===== config.mk =====
export PLATFORM = sky130hd
export DESIGN_NAME = pipe_hazard_ctrl_flat
export DESIGN_NICKNAME = d
export VERILOG_FILES = /design/src/rtl/pipe_hazard_ctrl_if.sv /design/src/rtl/pipe_hazard_ctrl.sv /design/src/flat_wrapper.sv
export SDC_FILE = /design/constraint.sdc
export NUM_CORES = 1
export LEC_CHECK = 0
export CAP_MARGIN = 20
export CORE_MARGIN = 3
export CORE_UTILIZATION = 44
export DETAILED_ROUTE_END_ITERATION = 10
export GPL_TIMING_DRIVEN = 0
export PLACE_DENSITY = 0.72
export SLEW_MARGIN = 40
export SYNTH_ARGS = -nofsm -noshare
export SYNTH_HDL_FRONTEND = slang
export SYNTH_HIERARCHICAL = 1
export SYNTH_SLANG_ARGS = --single-unit

===== constraint.sdc =====
create_clock -name clock -period 3.53 [get_ports clock]
set_clock_uncertainty 0.1 [all_clocks]
set_input_delay 0.353 -clock clock [delete_from_list [all_inputs] [get_ports clock]]
set_output_delay 0.353 -clock clock [all_outputs]
set_load 0.005 [all_outputs]

===== src/rtl/pipe_hazard_ctrl_if.sv =====
// ID-stage hazard bus: instruction/pipeline status from the datapath,
// stall, flush and forward controls plus event counters back from the controller.
interface pipe_hazard_ctrl_if #(
    parameter int CNT_W = 16
);
    logic [4:0]       rs, rt;
    logic             use_rs, use_rt, id_mdu, id_jump;
    logic [4:0]       ern, mrn;
    logic             ewreg, em2reg, mwreg, mm2reg;
    logic             wpcir, dbubble, ebubble, mdu_busy;
    logic [1:0]       fwda, fwdb;
    logic [CNT_W-1:0] stall_cnt, flush_cnt;

    modport master (
        output rs, rt, use_rs, use_rt, id_mdu, id_jump,
               ern, ewreg, em2reg, mrn, mwreg, mm2reg,
        input  wpcir, dbubble, ebubble, fwda, fwdb, mdu_busy, stall_cnt, flush_cnt
    );
    modport slave (
        input  rs, rt, use_rs, use_rt, id_mdu, id_jump,
               ern, ewreg, em2reg, mrn, mwreg, mm2reg,
        output wpcir, dbubble, ebubble, fwda, fwdb, mdu_busy, stall_cnt, flush_cnt
    );
endinterface


===== src/rtl/pipe_hazard_ctrl.sv =====
// Load-use / MDU stall, taken-branch flush and operand forwarding for the ID stage.
// One fwd_sel instance per source operand (rs, rt).
module fwd_sel (
    input  logic [4:0] src,
    input  logic [4:0] ern,
    input  logic [4:0] mrn,
    input  logic       ewreg,
    input  logic       em2reg,
    input  logic       mwreg,
    input  logic       mm2reg,
    output logic [1:0] sel
);
    always_comb begin
        sel = 2'b00;
        if (ewreg && !em2reg && ern != 5'd0 && ern == src)
            sel = 2'b01;
        else if (mwreg && !mm2reg && mrn != 5'd0 && mrn == src)
            sel = 2'b10;
        else if (mwreg && mm2reg && mrn != 5'd0 && mrn == src)
            sel = 2'b11;
    end
endmodule

module pipe_hazard_ctrl #(
    parameter int MDU_LAT = 4,
    parameter int CNT_W   = 16
) (
    input logic               clock,
    input logic               reset,
    pipe_hazard_ctrl_if.slave hz
);
    localparam int NUM_OPS = 2;

    typedef enum logic {IDLE, BUSY} state_t;

    state_t     state, state_nxt;
    logic [3:0] cnt, cnt_nxt;
    logic       ldhaz, stall;

    logic [NUM_OPS-1:0][4:0] src;
    logic [NUM_OPS-1:0][1:0] sel;

    assign src = {hz.rt, hz.rs};

    for (genvar g = 0; g < NUM_OPS; g++) begin : g_fwd
        fwd_sel u_fwd (
            .src    (src[g]),
            .ern    (hz.ern),
            .mrn    (hz.mrn),
            .ewreg  (hz.ewreg),
            .em2reg (hz.em2reg),
            .mwreg  (hz.mwreg),
            .mm2reg (hz.mm2reg),
            .sel    (sel[g])
        );
    end

    assign ldhaz = hz.ewreg && hz.em2reg && hz.ern != 5'd0 &&
                   ((hz.use_rs && hz.ern == hz.rs) || (hz.use_rt && hz.ern == hz.rt));
    assign stall = ldhaz || (state == BUSY);

    // Reset overrides every control so the pipeline free-runs cleanly out of reset.
    always_comb begin
        hz.wpcir    = 1'b1;
        hz.dbubble  = 1'b0;
        hz.ebubble  = 1'b0;
        hz.fwda     = 2'b00;
        hz.fwdb     = 2'b00;
        hz.mdu_busy = 1'b0;
        if (!reset) begin
            hz.wpcir    = !stall;
            hz.ebubble  = stall;
            hz.dbubble  = hz.id_jump && !stall;
            hz.fwda     = sel[0];
            hz.fwdb     = sel[1];
            hz.mdu_busy = (state == BUSY);
        end
    end

    always_comb begin
        state_nxt = state;
        cnt_nxt   = cnt;
        case (state)
            IDLE: if (hz.id_mdu && !ldhaz) begin
                state_nxt = BUSY;
                cnt_nxt   = 4'(MDU_LAT - 1);
            end
            BUSY: begin
                cnt_nxt = cnt - 4'd1;
                if (cnt == 4'd1) state_nxt = IDLE;
            end
            default: state_nxt = IDLE;
        endcase
    end

    always_ff @(posedge clock) begin
        if (reset) begin
            state <= IDLE;
            cnt   <= 4'd0;
        end else begin
            state <= state_nxt;
            cnt   <= cnt_nxt;
        end
    end

    always_ff @(posedge clock) begin
        if (reset) begin
            hz.stall_cnt <= '0;
            hz.flush_cnt <= '0;
        end else begin
            if (!hz.wpcir && hz.stall_cnt != '1) hz.stall_cnt <= hz.stall_cnt + 1'b1;
            if (hz.dbubble && hz.flush_cnt != '1) hz.flush_cnt <= hz.flush_cnt + 1'b1;
        end
    end
endmodule

===== src/flat_wrapper.sv =====
// flat-port wrapper written by rule: the top's interface ports become plain ports
module pipe_hazard_ctrl_flat 
#(
    parameter int MDU_LAT = 4,
    parameter int CNT_W   = 16
)
  (clock, reset, hz_rs, hz_rt, hz_use_rs, hz_use_rt, hz_id_mdu, hz_id_jump, hz_ern, hz_ewreg, hz_em2reg, hz_mrn, hz_mwreg, hz_mm2reg, hz_wpcir, hz_dbubble, hz_ebubble, hz_fwda, hz_fwdb, hz_mdu_busy, hz_stall_cnt, hz_flush_cnt);
  pipe_hazard_ctrl_if #(.CNT_W(CNT_W)) hz_i ();
  input logic clock;
  input logic reset;
  input wire logic [$bits(hz_i.rs)-1:0] hz_rs;
  input wire logic [$bits(hz_i.rt)-1:0] hz_rt;
  input wire logic [$bits(hz_i.use_rs)-1:0] hz_use_rs;
  input wire logic [$bits(hz_i.use_rt)-1:0] hz_use_rt;
  input wire logic [$bits(hz_i.id_mdu)-1:0] hz_id_mdu;
  input wire logic [$bits(hz_i.id_jump)-1:0] hz_id_jump;
  input wire logic [$bits(hz_i.ern)-1:0] hz_ern;
  input wire logic [$bits(hz_i.ewreg)-1:0] hz_ewreg;
  input wire logic [$bits(hz_i.em2reg)-1:0] hz_em2reg;
  input wire logic [$bits(hz_i.mrn)-1:0] hz_mrn;
  input wire logic [$bits(hz_i.mwreg)-1:0] hz_mwreg;
  input wire logic [$bits(hz_i.mm2reg)-1:0] hz_mm2reg;
  output wire logic [$bits(hz_i.wpcir)-1:0] hz_wpcir;
  output wire logic [$bits(hz_i.dbubble)-1:0] hz_dbubble;
  output wire logic [$bits(hz_i.ebubble)-1:0] hz_ebubble;
  output wire logic [$bits(hz_i.fwda)-1:0] hz_fwda;
  output wire logic [$bits(hz_i.fwdb)-1:0] hz_fwdb;
  output wire logic [$bits(hz_i.mdu_busy)-1:0] hz_mdu_busy;
  output wire logic [$bits(hz_i.stall_cnt)-1:0] hz_stall_cnt;
  output wire logic [$bits(hz_i.flush_cnt)-1:0] hz_flush_cnt;
  assign hz_i.rs = hz_rs;
  assign hz_i.rt = hz_rt;
  assign hz_i.use_rs = hz_use_rs;
  assign hz_i.use_rt = hz_use_rt;
  assign hz_i.id_mdu = hz_id_mdu;
  assign hz_i.id_jump = hz_id_jump;
  assign hz_i.ern = hz_ern;
  assign hz_i.ewreg = hz_ewreg;
  assign hz_i.em2reg = hz_em2reg;
  assign hz_i.mrn = hz_mrn;
  assign hz_i.mwreg = hz_mwreg;
  assign hz_i.mm2reg = hz_mm2reg;
  assign hz_wpcir = hz_i.wpcir;
  assign hz_dbubble = hz_i.dbubble;
  assign hz_ebubble = hz_i.ebubble;
  assign hz_fwda = hz_i.fwda;
  assign hz_fwdb = hz_i.fwdb;
  assign hz_mdu_busy = hz_i.mdu_busy;
  assign hz_stall_cnt = hz_i.stall_cnt;
  assign hz_flush_cnt = hz_i.flush_cnt;
  pipe_hazard_ctrl #(.MDU_LAT(MDU_LAT), .CNT_W(CNT_W)) u_core (.clock(clock), .reset(reset), .hz(hz_i));
endmodule

Word-level counts from Yosys, hierarchy flattened
Cells that the tools add are included.
Storage, ports and cells
  register bits after elaboration: 37
  latch bits: 0
  bits in writable memories: 0
  bits in read-only memories: 0
  bits of input ports: 30
  output and inout port bits: 40
  word-level logic and storage cells: 63
  memories kept: 0
Cells by class
  $add $sub $neg: 3
  $mul: 0
  divide/modulo/power cells: 0
  order comparisons: 0
  eq/ne operators: 8
  shifts and indexed selects: 0
  mux-type cells: 17
  bitwise gates (word level): 1
  reductions and logical operators: 30
Operators with widths (number)
  $add 16x1->16 const B: 2
  $ne 16x16->1 const B: 2
  $logic_and 1x1->1: 21
  $eq 5x5->1: 4
  $mux 2: 8
  $reduce_bool 5->1: 2
  $pmux 4 s2: 1
  $mux 1: 6
  $logic_not 1->1: 5
  $eq 4x1->1 const B: 1
  $mux 4: 1
  $sub 4x1->4 const B: 1
  $logic_or 1x1->1: 2
  $ne 2x1->1 const B: 1
  $pmux 1 s2: 1
  $not 1->1: 1

Depth between registers and ports, before layout
  word-level depth: 9
  gate-level depth with buffers: 8
  depth with buffers taken out: 7

Cells and area by module
Netlist, hierarchy kept.
By module, submodules not included
  pipe_hazard_ctrl: instances 1, cells an instance 249, area an instance 2102.0 um^2, seq. area each 740.7 um^2
  fwd_sel: instances 2, cells an instance 22, area an instance 161.4 um^2, seq. area each 0.0 um^2

Worst setup path after synthesis
Ideal clock, no wire load.
  path kind: input to output
  from: in hz_ern[1]
  to: out hz_ebubble
  data arrival time: 1782 ps
  data required time: 3077 ps
  slack: 1295 ps
  stages on the path: 6
  buffers on the path: 1
  cells stage by stage: or4_1 > o211a_1 > a21oi_2 > buf_2 > or2_2 > inv_1
On the way
  word-level cells in the longest chain between the ends: 6
Ends and longest elaborated chain
  from (decl): RTL line flat_wrapper.sv:17  | input wire logic [$bits(hz_i.ern)-1:0] hz_ern;
  $eq 5x5->1: RTL line pipe_hazard_ctrl.sv:59  | ((hz.use_rs && hz.ern == hz.rs) || (hz.use_rt && hz.ern == hz.rt));
  $logic_and 1x1->1: RTL line pipe_hazard_ctrl.sv:59
  $logic_or 1x1->1: RTL line pipe_hazard_ctrl.sv:59
  $logic_and 1x1->1 (*): RTL line pipe_hazard_ctrl.sv:58  | assign ldhaz = hz.ewreg && hz.em2reg && hz.ern != 5'd0 &&
  $logic_or 1x1->1 (*): RTL line pipe_hazard_ctrl.sv:60  | assign stall = ldhaz || (state == BUSY);
  $mux 1 (*): RTL line pipe_hazard_ctrl.sv:70  | if (!reset) begin
  to (decl): RTL line flat_wrapper.sv:25  | output wire logic [$bits(hz_i.ebubble)-1:0] hz_ebubble;
Mark *: on every way between the ends. The rest lies on a longest branch, timed or not.

Worst setup path in the final report
  from: in hz_ern[0]
  to: out hz_ebubble
The elaborated chain is that of the path after synthesis.

==> flow_summary.yaml <==
status:
  status: "complete, no violations"
placed_design:
  hpwlAfterDp_um: 4976
  gp_congestion: 0.8202
  place_area_um2: 3203
  io_buffers: 69
die:
  rows: 26
  start_util: 0.4659
  die_y_um: 80.24
  die-area_um2: 6438
  die_w_um: 80.24
  core_region_area_um2: 5205
  io_pins: 70
drt:
  drc_errors: 0
  avgRoutedWirePerCell_um: 14.95
  drtIter0Drc: 216
  drtAntennaViolNets: 0
  vias: 2485
  viasPerCell: 5.648
  routed_wl_um: 6576
  firstDrtPassIters: 4
clocking:
  clockBufferDepth: 2
  cts_tree: "done"
  clk_pin_slew_worst_paths_ns: 0.08
  cts-buffers-inserted: 5
  cts_sinks: 37
  cts_root_buf: "clkbuf_8"
  clk_latency_ns: 0.29
  htree_num_levels: 2
power:
  ir_drop_v: 0.0001847
  power_w: 0.001005
  p_leak_nw: 1.142
  pwr-share-clk: 0.379
  p_switching_w: 0.0002532
  p_int_w: 0.0007519
  p_sw_frac: 0.2519
  powerDensity_nw_per_um2: 301.2
  p_seq_frac: 0.437
  combPwrFrac: 0.184
setup_path:
  crit_type: "in -> out"
  cp-start-kind: "primary input"
  cp-end-kind: "output port"
  worstPathRequired_ns: 3.08
  critPathMaxFanout: 10
  arrival_ns: 2.88
final_layout:
  fin_util: 0.6411
  stdcell_area_um2: 3337
  syn2layout_area_growth_pct: 37.62
  nFillCells: 474
  drive_gt1_frac: 0.07568
  antenna_cells: 0
  layout.nets: 403
global_route:
  grt-ovfl-total: 0
  grt_usage: 0.2089
  antenna_found_initial: 0
  grt_pass1_vias: 2286
  grt_max_degree: 12
  grt_pass1_wl_um: 10770
yosys:
  syn-instance-count: 293
  synth_edf_count: 0
  synth-seq-cells: 37
  syn_nets: 327
  mappedNetlistArea_um2: 2425
  ys_types: 53
  synthTopCellsByArea: "dfxtp_1, xnor2_1, nor2_1"
  synth_seq_area_share: 0.3055
  yosysMostFrequentCell: "dfxtp_1"
  ys.flop_type: "dfxtp_1"
  yosysWarnings: 6
  async_reset_ff_frac: 0
  synth_common_cells: "dfxtp_1, xnor2_1, nor2_1"
  syn_avg_cell_area_um2: 8.276
  yosysTopAreaCell: "dfxtp_1"
  netlist.area_leader.share: 0.3055
sta:
  period_minus_slack_ns: 3.332
  drv_slew: 0
  timing.slew.headroom: 0.6346
  holdWs_ns: 0.4030
  rsz0062_at_grt: "no"
  fin_crit_sh: 0.9439
  setup_viol: 0
  fmax_mhz: 300.1
  tightest_slew_ns: 0.5404
  fin_tns_setup_ns: 0
  finalHoldViolations: 0
job:
  drv_cap: 0
hold_path:
  hold_class: "reg -> reg"
==> area by class of cell <==
| class | instances | area [um2] | area share |
|---|---|---|---|
| well taps | 70 | 87.58 | 0.02625 |
| inverters | 14 | 52.55 | 0.01575 |
| repair buffers | 69 | 698.2 | 0.2092 |
| multi-input cells | 233 | 1603 | 0.4803 |
| clock inverters | 1 | 30.03 | 0.008999 |
| clock buffers | 7 | 86.33 | 0.02587 |
| flip-flops and latches | 37 | 740.7 | 0.2220 |
| plain buffers | 9 | 38.79 | 0.01162 |
==> cells by family after synthesis <==
kind of cell | after synthesis | share of synthesized area
buf+inv | 23 | 0.03664
fa+ha+maj | 4 | 0.02064
mux | 8 | 0.03766
flops | 37 | 0.3055
compound gates | 68 | 0.2054
xor+xnor | 34 | 0.1228
simple gates | 119 | 0.2714
==> registers in the layout, summed over array words and instances (netlist names) <==
| signal | flops |
|---|---|
| u_core/hz.stall_cnt | 16 |
| u_core/state | 1 |
| u_core/hz.flush_cnt | 16 |
| u_core/cnt | 4 |
==> layout by cell type (no fill, tap or decap), types with 6 or more instances in the layout <==
cell type,count
o31ai_1,7
clkbuf_8,6
dfxtp_1,37
inv_1,14
nor2_1,26
o21ai_0,6
clkdlybuf4s50_1,66
a21o_1,9
clkbuf_1,6
xnor2_1,30
nand2_1,14
nor2b_1,11
nand4_1,13
nand3_1,15
or4_1,10
a21oi_1,19
nor3_1,7
==> repair_timing <==
item | in CTS | in global routing
endpoints found under the hold margin | 0 | 0
gates cloned | 0 | 0
hold buffers | 0 | 0
endpoints found under the setup margin | 1 | 2
setup buffers | 0 | 0
gates resized for setup | 1 | 4
==> final timing paths <==
| kind | startpoint | endpoint | slack, ns | depth (start not counted) |
|---|---|---|---|---|
| worst max-delay path | hz_ern[0] | hz_ebubble | 0.20 | 9 |
| worst min-delay path | u_core/hz.stall_cnt[12] | u_core/hz.stall_cnt[12] | 0.40 | 2 |
| worst max register to register | u_core/hz.stall_cnt[0] | u_core/hz.stall_cnt[8] | 1.11 | 7 |
| worst min register to register | u_core/hz.stall_cnt[12] | u_core/hz.stall_cnt[12] | 0.40 | 2 |
==> stage by stage <==
| stage | std cells | worst slack [ns] |
|---|---|---|
| global route | 440 | 0.01632 |
| finish | 440 | 0.1980 |
| global placement | 432 | 0.009229 |
| CTS | 440 | 0.05201 |
| detailed placement | 432 | -0.008226 |
| floorplan | 293 | 1.295 |
==> metal layers <==
layer  wire [um]  GRT usage  vias to the layer above  part of all wire
met2        3198     0.3510                       78              0.49
met1        2941     0.2739                     1165              0.45
li1            -          -                     1234                 -
met4          74    0.04899                        0             0.011
met3         361    0.04148                        8             0.055
met5           0          0                        -                 0
==> critical path, cell delays in order <==
cell and delay [ns]:
clkdlybuf4s50_1 0.69, xnor2_1 0.16, nand4_1 0.17, o22ai_2 0.32, a21oi_4 0.14, clkbuf_4 0.21, or2_2 0.29, inv_1 0.06
clkdlybuf4s50_1 0.48
==> power by group through the flow <==
stage	clock network, W	logic (W)	registers (W)
6_report	0.000381	0.000184	0.000440
5_1_grt	0.000406	0.000203	0.000441
4_1_cts	0.000389	0.000184	0.000439
3_5_place_dp	0	0.000183	0.000449
3_3_place_gp	0	0.000179	0.000449
2_1_floorplan	0	0.0000957	0.000447
Power figures use the tool's default switching activity.
